## src/rtl/serial_to_parallel_32_bit.sv

```systemverilog
// Serial-to-parallel word assembler with framing, stall and restart support.
// Optional even-parity check when SERIAL_PARITY_CHECK_EN is defined.
module serial_to_parallel_32_bit #(
  parameter int WIDTH     = 32,
  parameter bit MSB_FIRST = 1'b1
) (
  input  logic             Clock,
  input  logic             Reset,
  input  logic             Serial_In,
  input  logic             Serial_Valid,
  input  logic             Frame_Start,
  output logic [WIDTH-1:0] Data_Out,
  output logic             Word_Valid,
  output logic             Busy,
  output logic             Frame_Error,
  output logic             Parity_Error
);

  localparam int CW = $clog2(WIDTH);

  typedef enum logic [1:0] {
    IDLE   = 2'd0,
    SHIFT  = 2'd1,
    PARITY = 2'd2
  } state_e;

  state_e           state_q, state_d;
  logic [CW-1:0]    cnt_q, cnt_d;
  logic [WIDTH-1:0] sr_q, sr_d;
  logic [WIDTH-1:0] dout_q, dout_d;
  logic             wv_q, wv_d;
  logic             fe_q, fe_d;
`ifdef SERIAL_PARITY_CHECK_EN
  logic             par_q, par_d;
  logic             pe_q, pe_d;
`endif

  logic [WIDTH-1:0] first_w;
  logic [WIDTH-1:0] shift_w;
  logic             last_bit;

  // Bit 0 of a frame sits where a full frame of shifts will carry it.
  assign first_w  = MSB_FIRST ? {{(WIDTH-1){1'b0}}, Serial_In}
                              : {Serial_In, {(WIDTH-1){1'b0}}};
  assign shift_w  = MSB_FIRST ? {sr_q[WIDTH-2:0], Serial_In}
                              : {Serial_In, sr_q[WIDTH-1:1]};
  assign last_bit = (cnt_q == CW'(WIDTH-1));

  always_comb begin
    state_d = state_q;
    cnt_d   = cnt_q;
    sr_d    = sr_q;
    dout_d  = dout_q;
    wv_d    = 1'b0;
    fe_d    = 1'b0;
`ifdef SERIAL_PARITY_CHECK_EN
    par_d   = par_q;
    pe_d    = 1'b0;
`endif
    if (Serial_Valid) begin
      if (Frame_Start) begin
        fe_d    = (state_q != IDLE);
        state_d = SHIFT;
        cnt_d   = CW'(1);
        sr_d    = first_w;
`ifdef SERIAL_PARITY_CHECK_EN
        par_d   = Serial_In;
`endif
      end else begin
        unique case (state_q)
          IDLE: begin
            state_d = IDLE;
          end
          SHIFT: begin
            sr_d = shift_w;
`ifdef SERIAL_PARITY_CHECK_EN
            par_d = par_q ^ Serial_In;
`endif
            if (last_bit) begin
              cnt_d = '0;
`ifdef SERIAL_PARITY_CHECK_EN
              state_d = PARITY;
`else
              state_d = IDLE;
              dout_d  = shift_w;
              wv_d    = 1'b1;
`endif
            end else begin
              cnt_d = cnt_q + CW'(1);
            end
          end
          PARITY: begin
            state_d = IDLE;
`ifdef SERIAL_PARITY_CHECK_EN
            if (par_q ^ Serial_In) begin
              pe_d = 1'b1;
            end else begin
              dout_d = sr_q;
              wv_d   = 1'b1;
            end
`endif
          end
          default: begin
            state_d = IDLE;
          end
        endcase
      end
    end
  end

  always_ff @(posedge Clock) begin
    if (!Reset) begin
      state_q <= IDLE;
      cnt_q   <= '0;
      sr_q    <= '0;
      dout_q  <= '0;
      wv_q    <= 1'b0;
      fe_q    <= 1'b0;
`ifdef SERIAL_PARITY_CHECK_EN
      par_q   <= 1'b0;
      pe_q    <= 1'b0;
`endif
    end else begin
      state_q <= state_d;
      cnt_q   <= cnt_d;
      sr_q    <= sr_d;
      dout_q  <= dout_d;
      wv_q    <= wv_d;
      fe_q    <= fe_d;
`ifdef SERIAL_PARITY_CHECK_EN
      par_q   <= par_d;
      pe_q    <= pe_d;
`endif
    end
  end

  assign Data_Out    = dout_q;
  assign Word_Valid  = wv_q;
  assign Frame_Error = fe_q;
  assign Busy        = (state_q != IDLE);
`ifdef SERIAL_PARITY_CHECK_EN
  assign Parity_Error = pe_q;
`else
  assign Parity_Error = 1'b0;
`endif

endmodule
```

## config.mk

```make
export PLATFORM = sky130hd
export DESIGN_NAME = serial_to_parallel_32_bit
export DESIGN_NICKNAME = d
export VERILOG_FILES = /design/src/rtl/serial_to_parallel_32_bit.sv
export SDC_FILE = /design/constraint.sdc
export NUM_CORES = 1
export LEC_CHECK = 0
export CAP_MARGIN = 20
export CORE_MARGIN = 1
export CORE_UTILIZATION = 51
export CTS_BUF_LIST = sky130_fd_sc_hd__clkbuf_16
export CTS_CLUSTER_DIAMETER = 80
export CTS_CLUSTER_SIZE = 28
export DETAILED_ROUTE_END_ITERATION = 10
export PLACE_DENSITY = 0.77
export SETUP_SLACK_MARGIN = 0.15
export SLEW_MARGIN = 40
export SYNTH_ARGS = -nofsm -noshare
export SYNTH_HDL_FRONTEND = slang
export SYNTH_SLANG_ARGS = --single-unit
```

## constraint.sdc

```tcl
create_clock -name Clock -period 3.59 [get_ports Clock]
set_clock_uncertainty 0.1 [all_clocks]
set_input_delay 0.718 -clock Clock [delete_from_list [all_inputs] [get_ports Clock]]
set_output_delay 0.718 -clock Clock [all_outputs]
set_load 0.05 [all_outputs]
```

# [Word-level counts from Yosys, hierarchy flattened]
# Cells that the tools add are included.
[word_totals] ff_bits=72 in_bits=5 output_inout_bits=36
[op_classes] add_sub_neg=1 n_eq_ne=3 muxes=9 bitwise_logic=4 n_reduce_logical=7
[ops] operator="$mux 31" count=2
[ops] operator="$mux 5" count=3
[ops] operator="$mux 2" count=3
[ops] operator="$add 5x1->5 const B" count=1
[ops] operator="$eq 5x5->1 const B" count=1
[ops] operator="$not 1->1" count=4
[ops] operator="$reduce_and 2->1" count=2
[ops] operator="$reduce_and 4->1" count=1
[ops] operator="$reduce_bool 2->1" count=2
[ops] operator="$reduce_or 4->1" count=1
[ops] operator="$ne 3x3->1 const B" count=1
[ops] operator="$reduce_and 3->1" count=1
[ops] operator="$eq 2x1->1 const B" count=1
[ops] operator="$mux 1" count=1

# [Logic depth before layout (Yosys ltp)]
[logic_depth] ltp_word=4 mapped_depth=8 mapped_depth_nobuf=6

# [Worst setup path before layout]
# Ideal clock, no wire load.
[synth_timing] kind="input to register" from="input port Serial_Valid" to="register dout_q[10] (netlist: Data_Out[10])" setup_time_ns=0.117 t_arrival_ns=1.634 path_slack_ns=1.739 stages=6 cell_sequence="buf_2 -> nand4b_1 -> and2_1 -> buf_2 -> buf_6 -> a22o_1"
[synth_via] elab_chain_len=1
[synth_rtl] item="start: declaration" line_no="10" rtl="input logic Serial_Valid,"
[synth_rtl] item="$reduce_and 4->1 (no source line)"
[synth_rtl] item="end signal: assignment" line_no="127" rtl="dout_q <= dout_d;"
[synth_rtl] item="end: declaration" line_no="30" rtl="logic [WIDTH-1:0] dout_q, dout_d;"
# No other way between the ends.
# A chain may end at the register's enable or synchronous reset.

# [Worst setup path after layout]
[layout_timing] from="register state_q[0]" to="output port Busy"
[layout_via] elab_chain_len=1
[layout_rtl] item="start: declaration" line_no="27" rtl="state_e state_q, state_d;"
[layout_rtl] item="start signal: assignment" line_no="124" rtl="state_q <= state_d;"
[layout_rtl] item="$reduce_bool 2->1" line_no="140" rtl="assign Busy = (state_q != IDLE);"
[layout_rtl] item="end: declaration" line_no="14" rtl="output logic Busy,"
# No other way between the ends.

==> qor.yml <==
outcome: "finished clean"
number_of_buffers_added_by_the_clock_tree_synthesis_step: 9
synth_fa_ha_area_share_pct: 1.06
numClockSinks: 71
synth.most_common_cell: "dfxtp_1"
critPathSlowestCell: "clkdlybuf4s50_1"
register_bit_count_reported_by_yosys: 71
synth_area_leaders: "dfxtp_1 (60%), a22o_1 (12%), a22oi_1 (11%)"
grt_start_max_net_pins: 36
die_width_um: 69.9
synth_top_family_by_area: "compound AO/OA/AOI/OAI gates"
post-route-drc-count: 0
totalNegativeSetupSlack_ps: 0
regToRegSetupSlack_ps: 1520
placement.cell_area_um2: 2740
number_of_warnings_issued_by_yosys: 0
timing.max_slew.rel_slack_pct: 52.0
grt_setup_unrepaired: "false"
detail-route-antenna-nets: 0
wl_per_cell_um: 14.4
boundaryPins: 41
detail_route.first_pass.iterations: 4
synthMuxAreaShare_pct: 0.851
cap_viol_max_count: 0
flow.area_growth_from_synthesis_pct: 28.1
place.port_buffers: 39
xor_and_xnor_fraction_of_the_mapped_netlist_area_pct: 0.372
cp-start-kind: "register"
holdBufCountCts: 0
achievable-frequency_mhz: 408
route.detailed.vias_per_inst: 5.65
finalMaxSlewViolations: 0
startpoint: "state_q[0]"
worst_path_largest_cell_delay_ps: 850
ff2ff_path_depth: 6
cp.depth: 1
fraction_of_layout_cells_with_a_size_suffix_above_1_pct: 7.48
wirelength_mm: 4.39
placeableCoreArea_um2: 4380
cts.reportedPaths.clkPinSlew_ps: 50
report.final.hold_viol_count: 0
antenna_violations_before_repair: 0
finalCritPeriodShare_pct: 68.3
setup_bufs_post_cts: 0
post_synth_instance_area_um2: 2350
synth-edff-count: 0
post_synth.cell_area_avg_um2: 11.0
finalWeightedCongestion: 0.704
netlist_instances: 214
design.die.area_um2: 4890
rows: 24
num-nets-final: 256
antenna_cells: 0
global_route.overflow_total: 0
wire_length_of_the_first_global_routing_pass_mm: 7.13
compound_gate_portion_of_the_synthesized_area_pct: 24.0
cts_resized: 0
synth_top_cell_area_share_pct: 60.4
post_synth_most_frequent_cells: "dfxtp_1 (71), nor2_1 (36), a22oi_1 (33)"
clock_tree.htree_level_count: 3
synth_seq_area_share_pct: 60.4
peakVddDrop_v: 0.000399
via_count_of_the_first_global_routing_pass: 1521
design_area_um2: 3020
timing.critical_path.required_ps: 2770
timing.critical_path.arrival_ps: 1630
end_kind: "output port"
cp_cell_sequence: "clkdlybuf4s50_1"
worst_setup_path_endpoint: "Busy"
drt_iter0_markers: 151
pwr_density_cell_nw_per_um2: 551
worst-path-buf-inv: 1
crit-reg2reg-capture: "Data_Out[25]"
root_buffer: "clkbuf_16"
finalSetupViolations: 0
clock_path_buffers: 2
synth_nets: 221
synth-simple-area-share_pct: 8.29
dr_total_vias: 1730
starting_density_of_the_core_pct: 53.7
worst_pin_slew_ps: 720
dp_hpwl_mm: 2.59
setup.worst_path.class: "reg -> out"
cts_tree: "yes"
gr-usage-all-layers_pct: 18.8
post-route-min-period_ps: 2450
synth_cell_types: 26
min_path_type: "reg -> reg"
clk_latency_ps: 320
synth_async_sr_flop_share_pct: 0
dominantRegCellSynth: "dfxtp_1"
reg2reg_from: "cnt_q[0]"
static_leak_uw: 0.00114
crit_path_max_fanout: 8
timing.critical_path.max_delay_family: "buffers and inverters"
die_extent_in_y_um: 69.9
synthDominantAreaCellType: "dfxtp_1"
## cell type report
class                           instances  area, µm²
Inverter                                2       7.51
Clock inverter                          7       55.1
Timing Repair Buffer                   43        420
Fill cell                             345       1370
Clock buffer                            9        225
Sequential cell                        71       1420
Multi-Input combinational cell        122        821
Tap cell                               52       65.1
## sequential cells by signal, summed over array words and instances (netlist names)
| signal | cells |
|---|---|
| Data_Out | 32 |
| sr_q | 31 |
| cnt_q | 5 |
| Frame_Error | 1 |
| Word_Valid | 1 |
| state_q | 1 |
## metrics by stage
| step | power [µW] | instances | hold WS [ps] | util (%) | setup WS, ps |
|---|---|---|---|---|---|
| global route | 1720 | 306 | 392 | 68.8 | 1070 |
| finish | 1660 | 306 | 376 | 68.8 | 1140 |
| global placement | 857 | 290 | 353 | 62.4 | 726 |
| CTS | 1680 | 306 | 382 | 68.8 | 1130 |
| detailed placement | 857 | 290 | 359 | 62.4 | 945 |
| floorplan | 847 | 214 | 343 | - | 1740 |
## cell usage in the layout (no fill, tap or decap), types with 2 or more instances in the layout
master / synthesis / layout
clkinv_1: 1 / 4
ha_1: 2 / 2
buf_4: 1 / 4
dfxtp_1: 71 / 71
o21ai_0: 2 / 2
clkbuf_16: 0 / 9
a22o_1: 32 / 32
a22oi_1: 33 / 33
clkdlybuf4s50_1: 0 / 39
a21oi_1: 2 / 2
mux2i_1: 2 / 2
inv_1: 1 / 2
nor2_1: 36 / 35
clkinv_2: 0 / 2
## power breakdown
group	leakage, µW	switching [µW]	internal, µW
Clock	0.000143	296	524
Sequential	0.000572	3.09	792
Combinational	0.000420	33.5	12.7
Total	0.00114	332	1330
## cell families after synthesis
family          after synthesis
mux                           2
compound gates               71
other cells                   1
xor+xnor                      1
flops                        71
simple gates                 45
buf+inv                      21
fa+ha+maj                     2
## worst min-delay path by stage
stage,slack (ps),start,depth (start not counted),end
2_1_floorplan,340,sr_q[30],1,Data_Out[31]
3_3_place_gp,350,sr_q[30],1,Data_Out[31]
3_5_place_dp,360,sr_q[30],1,Data_Out[31]
4_1_cts,380,Data_Out[8],1,Data_Out[8]
5_1_grt,390,Data_Out[20],1,Data_Out[20]
6_report,380,Data_Out[9],1,Data_Out[9]
## layer usage
metal  vias up  global-route usage, %  share of wire [%]
met5         -                      0                  0
met4         0                   10.9                2.2
met3         9                   6.06                4.5
met2        43                   26.6                 44
met1       823                   25.2                 49
li1        855                      -                  -
Power figures use the tool's default switching activity.
